===== src/rtl/riscv_prefetch_buffer.sv =====
// riscv_prefetch_buffer
//   Instruction prefetch queue between a pipelined instruction memory and the
//   fetch stage of an RV64 core. Sequential 32-bit fetches are issued ahead of
//   the core. In-order responses are buffered together with their PC and are
//   presented as a valid/ready stream. A redirect flushes the queue, restarts
//   fetching at the new PC and drops every response still in flight.
//
//   Credit scheme: the sum of queued entries and in-flight requests never
//   exceeds DEPTH. Every accepted response therefore has a free slot.
module riscv_prefetch_buffer #(
    parameter int unsigned DEPTH    = 4,
    parameter logic [63:0] RESET_PC = 64'h0
) (
    input  logic        clk,
    input  logic        rst,
    output logic        mem_req_valid,
    output logic [63:0] mem_req_addr,
    input  logic        mem_req_ready,
    input  logic        mem_rsp_valid,
    input  logic [31:0] mem_rsp_data,
    output logic        instr_valid,
    output logic [31:0] instr,
    output logic [63:0] instr_pc,
    input  logic        instr_ready,
    input  logic        redirect_valid,
    input  logic [63:0] redirect_pc
);

    localparam int unsigned CW = $clog2(DEPTH + 1);
    localparam int unsigned PW = $clog2(DEPTH);

    localparam logic [CW-1:0] DEPTH_C = CW'(DEPTH);
    localparam logic [CW:0]   DEPTH_S = (CW+1)'(DEPTH);
    localparam logic [CW-1:0] ONE_C   = CW'(1);
    localparam logic [PW-1:0] ONE_P   = PW'(1);

    // Fetch side
    logic [63:0]   fetch_pc;
    logic [CW-1:0] outstanding;
    logic [CW-1:0] outstanding_next;
    logic          req_fire;

    // Response side
    logic [63:0]   rsp_pc;
    logic [CW-1:0] discard;
    logic          rsp_drop;
    logic          push;

    // Queue
    logic [31:0]   q_data [DEPTH];
    logic [63:0]   q_pc   [DEPTH];
    logic [PW-1:0] head;
    logic [PW-1:0] tail;
    logic [CW-1:0] count;
    logic [CW-1:0] count_next;
    logic          empty;
    logic          full;
    logic          pop;

    logic [CW:0]   credit_used;
    logic [63:0]   redirect_base;

    assign redirect_base = redirect_pc & ~64'h3;
    assign credit_used   = {1'b0, count} + {1'b0, outstanding};
    assign empty         = (count == '0);
    assign full          = (count == DEPTH_C);

    // Request interface. The rst term keeps the request low while reset is held.
    assign mem_req_valid = !rst && !redirect_valid && (credit_used < DEPTH_S);
    assign mem_req_addr  = fetch_pc;
    assign req_fire      = mem_req_valid && mem_req_ready;

    // A response is dropped while older, flushed requests are still draining,
    // and also when a redirect happens in the very same cycle.
    assign rsp_drop = mem_rsp_valid && (discard != '0);
    assign push     = mem_rsp_valid && (discard == '0) && !redirect_valid;

    // Output interface; the payload is forced to zero whenever nothing is presented.
    assign instr_valid = !rst && !empty && !redirect_valid;
    assign instr       = instr_valid ? q_data[head] : '0;
    assign instr_pc    = instr_valid ? q_pc[head]   : '0;
    assign pop         = instr_valid && instr_ready;

    // In-flight request count after this cycle's accept and response
    always_comb begin
        outstanding_next = outstanding;
        if (req_fire) begin
            outstanding_next = outstanding_next + ONE_C;
        end
        if (mem_rsp_valid) begin
            outstanding_next = outstanding_next - ONE_C;
        end
    end

    // Queue occupancy after this cycle's push and pop
    always_comb begin
        count_next = count;
        if (push) begin
            count_next = count_next + ONE_C;
        end
        if (pop) begin
            count_next = count_next - ONE_C;
        end
    end

    // Fetch address and in-flight tracking
    always_ff @(posedge clk or posedge rst) begin
        if (rst) begin
            fetch_pc    <= RESET_PC;
            outstanding <= '0;
        end else begin
            outstanding <= outstanding_next;
            if (redirect_valid) begin
                fetch_pc <= redirect_base;
            end else if (req_fire) begin
                fetch_pc <= fetch_pc + 64'd4;
            end
        end
    end

    // Response PC and discard bookkeeping. On a redirect every request still in
    // flight belongs to the old path, except one that completes in this cycle
    // and is dropped right away.
    always_ff @(posedge clk or posedge rst) begin
        if (rst) begin
            rsp_pc  <= RESET_PC;
            discard <= '0;
        end else if (redirect_valid) begin
            rsp_pc  <= redirect_base;
            discard <= outstanding - (mem_rsp_valid ? ONE_C : '0);
        end else begin
            if (push) begin
                rsp_pc <= rsp_pc + 64'd4;
            end
            if (rsp_drop) begin
                discard <= discard - ONE_C;
            end
        end
    end

    // Queue pointers and occupancy; a redirect empties the queue
    always_ff @(posedge clk or posedge rst) begin
        if (rst) begin
            head  <= '0;
            tail  <= '0;
            count <= '0;
        end else if (redirect_valid) begin
            head  <= '0;
            tail  <= '0;
            count <= '0;
        end else begin
            count <= count_next;
            if (push) begin
                tail <= tail + ONE_P;
            end
            if (pop) begin
                head <= head + ONE_P;
            end
        end
    end

    // Queue storage; contents are only meaningful below count, so no reset
    always_ff @(posedge clk) begin
        if (push) begin
            q_data[tail] <= mem_rsp_data;
            q_pc[tail]   <= rsp_pc;
        end
    end

    // Bookkeeping invariants
    a_no_underflow : assert property (@(posedge clk) disable iff (rst)
        !(mem_rsp_valid && (outstanding == '0)));
    a_discard_le_outstanding : assert property (@(posedge clk) disable iff (rst)
        discard <= outstanding);
    a_credit : assert property (@(posedge clk) disable iff (rst)
        credit_used <= DEPTH_S);
    a_no_rsp_when_full : assert property (@(posedge clk) disable iff (rst)
        !(mem_rsp_valid && full));

endmodule

===== config.mk =====
export PLATFORM = sky130hd
export DESIGN_NAME = riscv_prefetch_buffer
export DESIGN_NICKNAME = d
export VERILOG_FILES = /design/src/rtl/riscv_prefetch_buffer.sv
export SDC_FILE = /design/constraint.sdc
export NUM_CORES = 1
export LEC_CHECK = 0
export BUFFER_PORTS_ARGS = -buffer_cell sky130_fd_sc_hd__buf_4
export CAP_MARGIN = 20
export CORE_MARGIN = 2
export CORE_UTILIZATION = 45
export CTS_CLUSTER_DIAMETER = 80
export CTS_CLUSTER_SIZE = 28
export DETAILED_ROUTE_END_ITERATION = 8
export GPL_TIMING_DRIVEN = 0
export PLACE_DENSITY_LB_ADDON = 0.25
export SLEW_MARGIN = 20
export SYNTH_ARGS = -nofsm -noshare
export SYNTH_HDL_FRONTEND = slang
export SYNTH_SLANG_ARGS = --single-unit

===== constraint.sdc =====
create_clock -name clk -period 14.6 [get_ports clk]
set_input_delay 2.92 -clock clk [delete_from_list [all_inputs] [get_ports clk]]
set_output_delay 2.92 -clock clk [all_outputs]
set_load 0.005 [all_outputs]

* Yosys cells after proc, flatten, opt, wreduce, memory -nomap -nowiden
Memory sizes are Yosys's and may differ from the RTL's.
Index checks and enable logic that the tools add are counted.
Widths: inputs -> output; s select.
** Cells by class
- $add $sub $neg :: 11
- Order comparisons :: 1
- Muxes and demuxes :: 20
- Reduce and logical (&&, ||, !) cells :: 19
** Operators with widths (number)
- $mux 64 :: 5
- $add 64x3->64 const B :: 2
- $mux 32 :: 1
- $mux 3 :: 7
- $logic_and 1x1->1 :: 9
- $sub 3x1->3 const B :: 3
- $mux 2 :: 4
- $reduce_bool 2->1 :: 4
- $add 3x1->3 const B :: 2
- $logic_not 3->1 :: 2
- $add 2x1->2 const B :: 2
- $add 3x3->4 :: 1
- $lt 4x3->1 const B :: 1
- $logic_not 1->1 :: 3
- $mux 1 :: 3
- $reduce_bool 3->1 :: 1
- $sub 3x1->3 :: 1
** Storage, ports and cells
- Flip-flop bits (word level) :: 141
- RAM bits :: 384
- Input bits :: 102
- Output and inout port bits :: 162
- Memories :: 2
** Memories
- q_pc :: depth 4, width 64, rd ports 1, clocked after Yosys merged registers in 0, write ports 1, line 51 : logic [63:0] q_pc [DEPTH];
- q_data :: depth 4, width 32, rd ports 1, clocked after Yosys merged registers in 0, write ports 1, line 50 : logic [31:0] q_data [DEPTH];

* Logic depth before layout (Yosys ltp)
- Depth after elaboration :: 7
- Gate-level depth with buffers :: 11

* Worst setup path after synthesis
No wires, ideal clock.
- Path type :: input -> output
- Start point :: input redirect_valid
- End point :: output instr_pc[24]
- Arrival time :: 4.112 ns
- Data required time :: 11.680 ns
- Setup slack :: 7.568 ns
- Cell stages on the path :: 5
- Cells stage by stage :: nor2_1 a21boi_1 clkbuf_1 clkbuf_1 and2_1
** Between the ends
- Cells in the longest elaborated chain, start to end :: 3
** RTL lines
- start, declared :: line 25 : input logic redirect_valid,
- $logic_not 1->1 :: line 79 : assign instr_valid = !rst && !empty && !redirect_valid;
- $logic_and 1x1->1 :: line 79
- $mux 64 :: line 81 : assign instr_pc = instr_valid ? q_pc[head] : '0;
- end, declared :: line 23 : output logic [63:0] instr_pc,
Every way passes these cells.

* Worst setup path in the final report
- Start point :: input redirect_valid
- End point :: output instr_pc[30]
Same word-level chain as after synthesis.

==> run metrics <==
Pre-Repair DR Iteration Count 6; cell count after synthesis ~1600; leak pwr slightly below 10 nW; DR WL met2 just over 30000 um; VDD IR max around 0.084 mV; final setup TNS 0 ns; Hold Crit Class reg2reg; top_reg_cell synth edfxtp_1; vias in the first global route around 15000; Worst Path Arrival 5.53 ns; most common cell in the netlist edfxtp_1; Setup-failing EPs final 0; yosys warns 0; Post-Syn Area 22900 um^2; pwr/cell area 117 nW/um^2; clk buf depth 3; DP Wirelength 47800 um; Yosys reg bits between 500 and 600; fin crit share 0.579; Rel. slew slack 0.323; post-route ant nets 0; Starting Density 0.456; Setup crit end kind output pin; CP Data Required Time roughly 12 ns; core area 50300 um^2; total of max-cap violations 0; CTS resizes 0; # IOs 264; FFs w/ async S/R, synth 0.267; Critical Path Source Type input pin; final wirelength between 60000 and 70000 um; Final Core Density 0.540; WL met3 around 5400 um; Fmax achieved between 100 and 150 MHz; Final Skew approximately 0.021 ns; die width roughly 230 um; Worst-Skew Late Latency just over 0.6 ns; drt via density 5.97; critical-path maximum fanout 10; final hold viol count 0; initial drt markers about 1600; CTS tree built; Post-CTS Setup Inserts 0; Port Buffers 257; clk slew on worst S/H paths around 0.1 ns; DRC violations left 0; H-tree level count 1; share of layout cells above drive strength 1 0.261; area leader, netlist edfxtp_1; gr usage total 0.250; initial antenna violation count 3; Seq/Total Area, Yosys 0.642; highest metal used met4; Layout area overhead 18.4%; Avg WL per Cell 25.8 um; net total in the final layout between 2000 and 2500; Max Slew Vio Count 0; Cell variety after synth 68; actual slew at the worst max-slew pin about 1.0 ns; DP Worst Slack ~6 ns; GR Overflow Total 0; RePlAce Congestion about 0.95; total die area ~53000 um^2; Post-CTS Hold Fix Bufs 0; vias approximately 15000; number of enable flip-flop cells after synthesis 376; Final min period between 8 and 9 ns; RSZ-0062 raised after global routing no; Avg Cell Area, Syn between 10 and 15 um^2; status finished, final reports clean; post-synth top area share 0.492; # rows about 80; CTS Buf Count 31; CTS sink count around 510; critical path type in2out; commonest cells in the netlist 376 x edfxtp_1, 137 x dfrtp_1, 122 x nand2_1; synth top area cells edfxtp_1 49%, dfrtp_1 15%, mux4_2 9.2%; setup ws final around 6 ns; chip height between 200 and 250 um; worst hold slack between 0.5 and 0.6 ns; M1 WL 28300 um; largest net degree at the start of global routing 87; filler cell count in the final layout roughly 4300; global-route wire length before repair roughly 98000 um; Root Buffer Master clkbuf_16; Total Power about 3.2 mW
==> registers in the layout (all words and copies together), names as in the netlist <==
| register | flops |
|---|---|
| outstanding | 3 |
| head | 2 |
| q_pc | 248 |
| mem_req_addr | 62 |
| rsp_pc | 62 |
| discard | 3 |
| q_data | 128 |
| count | 3 |
| tail | 2 |
==> through the flow <==
stage                     std cells  cell area, um^2
after floorplan                1595            22900
after global placement         2524            25700
after detailed placement       2533            26000
after CTS                      2590            27100
after global routing           2591            27100
final                          2591            27100
==> worst paths after layout <==
kind | from | to | slack [ns] | cells past startpoint
max | redirect_valid | instr_pc[30] | 6.15 | 7
min | tail[1]$_DFFE_PP0N_ | tail[1]$_DFFE_PP0N_ | 0.59 | 2
max reg2reg | outstanding[2]$_DFF_PP0_ | outstanding[2]$_DFF_PP0_ | 11.28 | 11
min reg2reg | tail[1]$_DFFE_PP0N_ | tail[1]$_DFFE_PP0N_ | 0.59 | 2
max in group asynchronous | rst | mem_req_addr[61]$_DFFE_PP0P_ | 11.49 | 3
min in group asynchronous | rst | count[0]$_DFF_PP0_ | 2.30 | 2
==> layout make-up <==
| cell class | count | area [um^2] | area share |
|---|---|---|---|
| well taps | 672 | 841 | 0.0310 |
| multi-input cells | 969 | 7710 | 0.284 |
| plain buffers | 89 | 458 | 0.0169 |
| repair buffers | 266 | 2180 | 0.0802 |
| diodes | 1 | 2.50 | 0.0000922 |
| flip-flops and latches | 513 | 14700 | 0.542 |
| inverters | 24 | 97.6 | 0.00360 |
| clock buffers | 33 | 783 | 0.0289 |
| clock inverters | 24 | 355 | 0.0131 |
==> worst max-delay path, cell delays in order <==
cell,delay (ns)
buf_4,0.14
nor2_1,0.26
a21boi_2,0.66
clkbuf_1,0.66
clkbuf_1,0.51
and2_1,0.24
buf_4,0.12
==> power by group <==
part	leakage, nW	switching [mW]	total (mW)	internal [mW]
Combinational	4.06	0.213	0.388	0.175
Sequential	5.03	0.100	1.75	1.65
Clock	0.550	0.564	1.03	0.465
==> per-layer routing <==
layer	vias to the layer above	track usage
li1	6814	-
met1	7896	0.355
met2	663	0.389
met3	108	0.0464
met4	0	0.0881
met5	-	0
==> kinds of logic after synthesis <==
group                    count (synthesis)  synth area share
other                                    1          0.000164
buffers and inverters                  113            0.0239
flip-flops                             513             0.642
multiplexers                           124             0.106
adder cells (fa/ha/maj)                 17           0.00927
XOR/XNOR                                48            0.0183
AO/OA/AOI/OAI                          184            0.0540
AND/OR/NAND/NOR                        592             0.147
==> cell usage in the layout, fill, tap and decap left out, types with 15 or more instances in the layout <==
cell type,instances
nor2_1,58
buf_4,263
and3_1,20
nand4_1,56
and2_1,112
nand2_1,122
or4_1,32
inv_1,22
a31oi_1,30
ha_1,17
xnor2_1,25
dfrtp_1,137
o31ai_1,17
mux4_2,94
clkbuf_1,55
o21ai_0,44
o311ai_0,15
clkbuf_16,31
nor3_1,21
xor2_1,23
mux2i_1,17
nor4_1,16
nand3_1,85
o211ai_1,33
edfxtp_1,376
a21oi_1,18
(Power assumes the default switching activity.)
